**src/rtl/scope_pkg.sv**
```systemverilog
// scope_pkg: shared state encoding, header constants and source ids for the scope TX arbiter.
package scope_pkg;
  localparam logic [2:0] S_IDLE = 3'd0;
  localparam logic [2:0] S_HDR0 = 3'd1;
  localparam logic [2:0] S_HDR1 = 3'd2;
  localparam logic [2:0] S_WAIT = 3'd3;
  localparam logic [2:0] S_DATA = 3'd4;
  localparam logic [2:0] S_GAP  = 3'd5;
  localparam logic [3:0] HDR_MAGIC = 4'hA;
  localparam logic [7:0] TERM_BYTE = 8'hEE;
  localparam logic SRC_SCOPE = 1'b0;
  localparam logic SRC_LA    = 1'b1;
  localparam int LP_SEND_LEN = 1008;
  function automatic logic [7:0] hdr_byte(input logic id);
    return {HDR_MAGIC, 3'b000, id};
  endfunction
endpackage

```
**src/rtl/scope_tx_arbiter_rr_arb2.sv**
```systemverilog
// rr_arb2: two-way round-robin pick; the pointer moves to the other source after each frame.
module rr_arb2
  import scope_pkg::*;
(
  input  logic       clk,
  input  logic       rst_n,
  input  logic [1:0] req,
  input  logic       adv,
  input  logic       cur,
  output logic       pick
);
  logic ptr;
  always_comb pick = (req == 2'b11) ? ptr : req[1];
  always_ff @(posedge clk or negedge rst_n)
    if (!rst_n) ptr <= SRC_SCOPE;
    else if (adv) ptr <= ~cur;
endmodule

```
**src/rtl/scope_tx_arbiter.sv**
```systemverilog
// scope_tx_arbiter: shares the UDP byte-stream TX path between the scope and LA frame sources,
// prepending a 2-byte header and enforcing frame length, start timeout and inter-frame gap.
module scope_tx_arbiter
  import scope_pkg::*;
#(
  parameter int P_MAX_LEN       = LP_SEND_LEN,
  parameter int P_START_TIMEOUT = 4096,
  parameter int P_GAP           = 16
) (
  input  logic       i_clk,
  input  logic       i_rst_n,
  input  logic [1:0] i_req,
  output logic [1:0] o_grant,
  input  logic [7:0] i_src0_data,
  input  logic       i_src0_vld,
  input  logic       i_src0_last,
  input  logic [7:0] i_src1_data,
  input  logic       i_src1_vld,
  input  logic       i_src1_last,
  input  logic       i_tx_ready,
  output logic [7:0] o_tx_data,
  output logic       o_tx_vld,
  output logic       o_tx_last,
  output logic       o_frame_err,
  output logic       o_drop
);
  localparam int CW = $clog2(P_MAX_LEN + 1);
  localparam int TW = $clog2(P_START_TIMEOUT + 1);
  localparam int GW = $clog2(P_GAP + 1);
  localparam logic [CW-1:0] LEN_END = CW'(P_MAX_LEN - 1);
  localparam logic [TW-1:0] TMO_END = TW'(P_START_TIMEOUT - 1);
  localparam logic [GW-1:0] GAP_END = GW'(P_GAP - 1);
  logic [2:0] state;
  logic id, pick, adv, gvld, glast;
  logic [1:0] vld;
  logic [7:0] seq, gdata;
  logic [CW-1:0] len_cnt;
  logic [TW-1:0] tmo_cnt;
  logic [GW-1:0] gap_cnt;
  always_comb begin
    vld = {i_src1_vld, i_src0_vld};
    gvld = vld[id] & o_grant[id];
    glast = id ? i_src1_last : i_src0_last;
    gdata = id ? i_src1_data : i_src0_data;
    adv = (state == S_GAP) && (gap_cnt == GAP_END);
  end
  rr_arb2 u_arb (
    .clk  (i_clk),
    .rst_n(i_rst_n),
    .req  (i_req),
    .adv  (adv),
    .cur  (id),
    .pick (pick)
  );
  always_ff @(posedge i_clk or negedge i_rst_n)
    if (!i_rst_n) begin
      state <= S_IDLE;
      id <= SRC_SCOPE;
      seq <= '0;
      len_cnt <= '0;
      tmo_cnt <= '0;
      gap_cnt <= '0;
      o_grant <= '0;
      o_tx_data <= '0;
      o_tx_vld <= 1'b0;
      o_tx_last <= 1'b0;
      o_frame_err <= 1'b0;
      o_drop <= 1'b0;
    end else begin
      o_drop <= |(vld & ~o_grant);
      o_tx_vld <= 1'b0;
      o_tx_last <= 1'b0;
      o_frame_err <= 1'b0;
      case (state)
        S_IDLE: if (i_tx_ready && |i_req) begin
          id <= pick;
          o_tx_data <= hdr_byte(pick);
          o_tx_vld <= 1'b1;
          state <= S_HDR0;
        end
        S_HDR0: begin
          o_tx_data <= seq;
          o_tx_vld <= 1'b1;
          state <= S_HDR1;
        end
        S_HDR1: begin
          seq <= seq + 8'd1;
          o_grant <= id ? 2'b10 : 2'b01;
          tmo_cnt <= '0;
          len_cnt <= '0;
          state <= S_WAIT;
        end
        S_WAIT, S_DATA: if (gvld) begin
          o_tx_data <= gdata;
          o_tx_vld <= 1'b1;
          len_cnt <= len_cnt + 1'b1;
          // a byte that fills the frame closes it even without last, flagged as an error
          if (glast || len_cnt == LEN_END) begin
            o_tx_last <= 1'b1;
            o_frame_err <= ~glast;
            o_grant <= '0;
            gap_cnt <= '0;
            state <= S_GAP;
          end else state <= S_DATA;
        end else if (state == S_WAIT) begin
          if (tmo_cnt == TMO_END) begin
            o_tx_data <= TERM_BYTE;
            o_tx_vld <= 1'b1;
            o_tx_last <= 1'b1;
            o_frame_err <= 1'b1;
            o_grant <= '0;
            gap_cnt <= '0;
            state <= S_GAP;
          end else tmo_cnt <= tmo_cnt + 1'b1;
        end
        S_GAP: begin
          gap_cnt <= gap_cnt + 1'b1;
          if (gap_cnt == GAP_END) state <= S_IDLE;
        end
        default: state <= S_IDLE;
      endcase
    end
endmodule

```
**config.mk**
```make
export PLATFORM = sky130hd
export DESIGN_NAME = scope_tx_arbiter
export DESIGN_NICKNAME = d
export VERILOG_FILES = /design/src/rtl/scope_pkg.sv /design/src/rtl/scope_tx_arbiter_rr_arb2.sv /design/src/rtl/scope_tx_arbiter.sv
export SDC_FILE = /design/constraint.sdc
export NUM_CORES = 1
export LEC_CHECK = 0
export BUFFER_PORTS_ARGS = -buffer_cell sky130_fd_sc_hd__buf_2
export CORE_UTILIZATION = 53
export CTS_CLUSTER_DIAMETER = 80
export DETAILED_ROUTE_END_ITERATION = 12
export GPL_ROUTABILITY_DRIVEN = 0
export PLACE_DENSITY = 0.73
export RECOVER_POWER = 50
export SYNTH_ARGS = -nofsm -noshare
export SYNTH_HDL_FRONTEND = slang
export SYNTH_SLANG_ARGS = --single-unit
export TNS_END_PERCENT = 20
```
**constraint.sdc**
```tcl
create_clock -name i_clk -period 2.4 [get_ports i_clk]
set_input_delay 0.36 -clock i_clk [delete_from_list [all_inputs] [get_ports i_clk]]
set_output_delay 0.36 -clock i_clk [all_outputs]
set_load 0.005 [all_outputs]
```
==> results.md <==
- Global-route wire length before repair: 11.0 mm
- DP Area: 3260 µm²
- Combinational fraction of design power: 43.1%
- RSZ-0062 raised after global routing: no
- Hold path endpoint: o_drop$_DFF_PN0_
- IO Port Bufs: 38
- CP endpoint kind: flop
- Starting Density: 56.5%
- ANT cells: 0
- Clock power frac: 17.3%
- Mapped Avg Cell Area: 9.25 µm²
- Max Fclk: 470 MHz
- Cell family with most CP delay: simple AND/OR/NAND/NOR gates
- Filler cells: 467
- Library cells used by synthesis: 52
- Yosys reg bits: 55
- GRT met2 Usage: 36.7%
- Slew headroom: 9.94%
- Switching pwr: 1.47 mW
- R2R depth: 6
- Layout cell share with drive strength beyond 1: 17.9%
- Post-CTS sizing: 0
- Synth-to-layout area growth: 13.7%
- Synth Warn #: 0
- Count of pins over their slew limit: 0
- Sequential-to-total area share from yosys stat: 46.5%
- DP HPWL: 4.65 mm
- Cell count after synthesis: 320
- Most frequent cells in the layout: dfrtp_1, buf_2, nand2_1
- Max Cap Viol: 0
- Ys async rst share: 100%
- Final WS setup: 271 ps
- Worst path required time: 2580 ps
- Commonest non-fill, non-tap cell in the layout: dfrtp_1
- PD cells: 1080 nW/µm²
- Final Cycle Share: 88.7%
- Worst VDD drop: 0.000621 V
- Gr busiest metal: met2
- Switching Share: 40.3%
- DIE HEIGHT: 76.7 µm
- Hold_buf cts: 0
- CP max FO: 5
- Initial antenna violation count: 0
- # setup viols final: 0
- Crit path kind: reg -> reg
- Final Util: 64.2%
- Row Count: 26
- Clk buf depth: 2
- Final hold violations: 0
- CTS H-Tree Depth: 2
- Sequential share of power: 39.6%
- Pin count of the biggest net entering global routing: 56
- Via density: 5.75
- Syn nets: 350
- Buffers & Inverters on Critical Path: 0
- Reg2reg start: tmo_cnt[0]$_DFFE_PN0P_
- Prevailing post-synth register cell: dfrtp_1
- Clock slew seen by the registers of the worst setup and hold paths: 100 ps
- Setup slack at placement: 307 ps
- DIE AREA: 5890 µm²
- Global route overflow: 0
- Worst Tran Pin Value: 1350 ps
- CTS Sinks: 55
- Hold Path Cell Cnt: 3
- Final TNS setup: 0 ps
- EDFF count, synth: 0
- Fin area: 3360 µm²
- Int Pwr: 2.17 mW
- Area of the multi-input gates: 1460 µm²
- Skew final: 8.43 ps
- P_leak: 1.55 nW
- Vias: 2,488
- Worst path max stage delay: 610 ps
- Routed Antenna Nets: 0
- Worst Hold Slack: 305 ps
- Grt met1 use: 32.5%
- Setup repair bufs after CTS: 0
- Clk Latency, worst-skew pair: 310 ps
- Worst path slowest cell: or4_1
- Hold Crit Start: i_src1_vld
- Routed len/inst: 14.6 µm
- CP Cell Sequence: ha_1 -> nand4b_1 -> or4_1 -> a31oi_1 -> a21boi_0 -> a211oi_1
- HP Class: in -> reg
- M3 GR Usage: 4.52%
- Vias in the first global route: 2,379
- GR Util All Layers: 23.4%
- Nets: 392
- Final min period: 2130 ps
- Root Driver: clkbuf_8
- Mapped Area: 2960 µm²
- TritonCTS clock tree: yes
- CTS buffer count: 5
- Reg2reg end: o_grant[1]$_DFFE_PN0P_
- Core Area: 5240 µm²
- DRT iter0 DRCs: 203
- IO Pins: 39
- Crit start category: flop
- Critical Path AT: 2310 ps
- Register area: 1380 µm²
- DRT Wirelength: 6.33 mm
- DRT Pass-1 Iters: 5
- Die X: 76.7 µm
- Reg2reg setup slack: 270 ps
- Status: finished clean
- Drt drc: 0
-- cell families (layout without fill, tap and decap cells) --
group | after synthesis | in the layout | synth area share, %
adder cells (fa/ha/maj) | 5 | 5 | 2.11
AND/OR/NAND/NOR | 124 | 124 | 22.0
flip-flops | 55 | 55 | 46.5
AO/OA/AOI/OAI | 86 | 86 | 18.4
buffers and inverters | 28 | 71 | 4.10
XOR/XNOR | 15 | 15 | 4.44
multiplexers | 7 | 7 | 2.45
-- cell type report --
class,count,share of cell area (%)
clock buffers,6,2.46
clock inverters,2,1.04
inverters,14,1.56
multi-input cells,237,43.5
flip-flops and latches,55,40.9
well taps,70,2.60
repair buffers,49,7.96
-- synthesized netlist by cell type (2+ instances only) --
cell type   n  share of area (%)
o22ai_1     3               0.63
a21oi_1    23                3.9
nand2_1    33                4.2
nor2_2      2               0.42
nor2_1     22                2.8
o211ai_1    3               0.76
xor2_1     10                3.0
xnor2_1     5                1.5
a22oi_1     4                1.0
nand4_1     6                1.3
buf_6       2               0.76
nand3b_1    4                1.0
mux2i_1     5                1.7
or4_1       2               0.51
inv_1      14                1.8
and2_1      3               0.63
nand3_1    11                1.9
or3_1      10                2.1
nor4_1      2               0.42
a21boi_0    2               0.51
nor3_1      4               0.68
nand4b_1    2               0.59
o21ai_0    30                5.1
a211oi_1    7                1.8
ha_1        5                2.1
clkbuf_1   11                1.4
and3_1      4               0.85
dfrtp_1    55                 47
nor2b_1     5                1.1
a22o_1      3               0.89
nand2b_1    6                1.3
mux2_2      2               0.76
-- how the worst max path moves through the flow --
stage                                      start  slack (ps)                      end  cells past startpoint
after floorplan             state[1]$_DFFE_PN0P_         400   len_cnt[5]$_DFFE_PN0P_                      7
after global placement    tmo_cnt[0]$_DFFE_PN0P_         350  tmo_cnt[10]$_DFFE_PN0P_                      6
after detailed placement  tmo_cnt[0]$_DFFE_PN0P_         310   o_grant[1]$_DFFE_PN0P_                      6
after CTS                 tmo_cnt[0]$_DFFE_PN0P_         280   o_grant[1]$_DFFE_PN0P_                      6
after global routing      tmo_cnt[0]$_DFFE_PN0P_         110  tmo_cnt[10]$_DFFE_PN0P_                      6
final                     tmo_cnt[0]$_DFFE_PN0P_         270   o_grant[1]$_DFFE_PN0P_                      6
-- flip-flops by register name, indices dropped and copies added, names as in the netlist --
signal and count:
gap_cnt 5, id 1, len_cnt 10, o_drop 1, o_frame_err 1, o_grant 2, o_tx_data 8, o_tx_last 1
o_tx_vld 1, seq 8, state 3, tmo_cnt 13, u_arb.ptr 1
-- per-stage QoR --
stage	total power, mW	cells
2_1_floorplan	2.53	320
3_3_place_gp	2.97	425
3_5_place_dp	3.03	425
4_1_cts	3.66	433
5_1_grt	3.94	433
6_report	3.64	433
-- per-layer routing --
metal | up-vias | routed length [µm]
li1 | 1223 | -
met1 | 1189 | 2990
met2 | 65 | 2930
met3 | 11 | 321
met4 | 0 | 94
met5 | - | 0
-- worst min-delay path, delay by kind of cell --
| family | cells | cell delay (ps) |
|---|---|---|
| compound gates | 1 | 60 |
| buf+inv | 2 | 160 |
-- power groups by stage --
stage | Combinational, mW | Sequential (mW) | Clock, mW
floorplan | 1.17 | 1.36 | 0
global placement | 1.53 | 1.44 | 0
detailed placement | 1.57 | 1.45 | 0
CTS | 1.58 | 1.43 | 0.649
global route | 1.76 | 1.49 | 0.688
finish | 1.57 | 1.44 | 0.628
No activity file was read; power rests on OpenSTA's default activity.
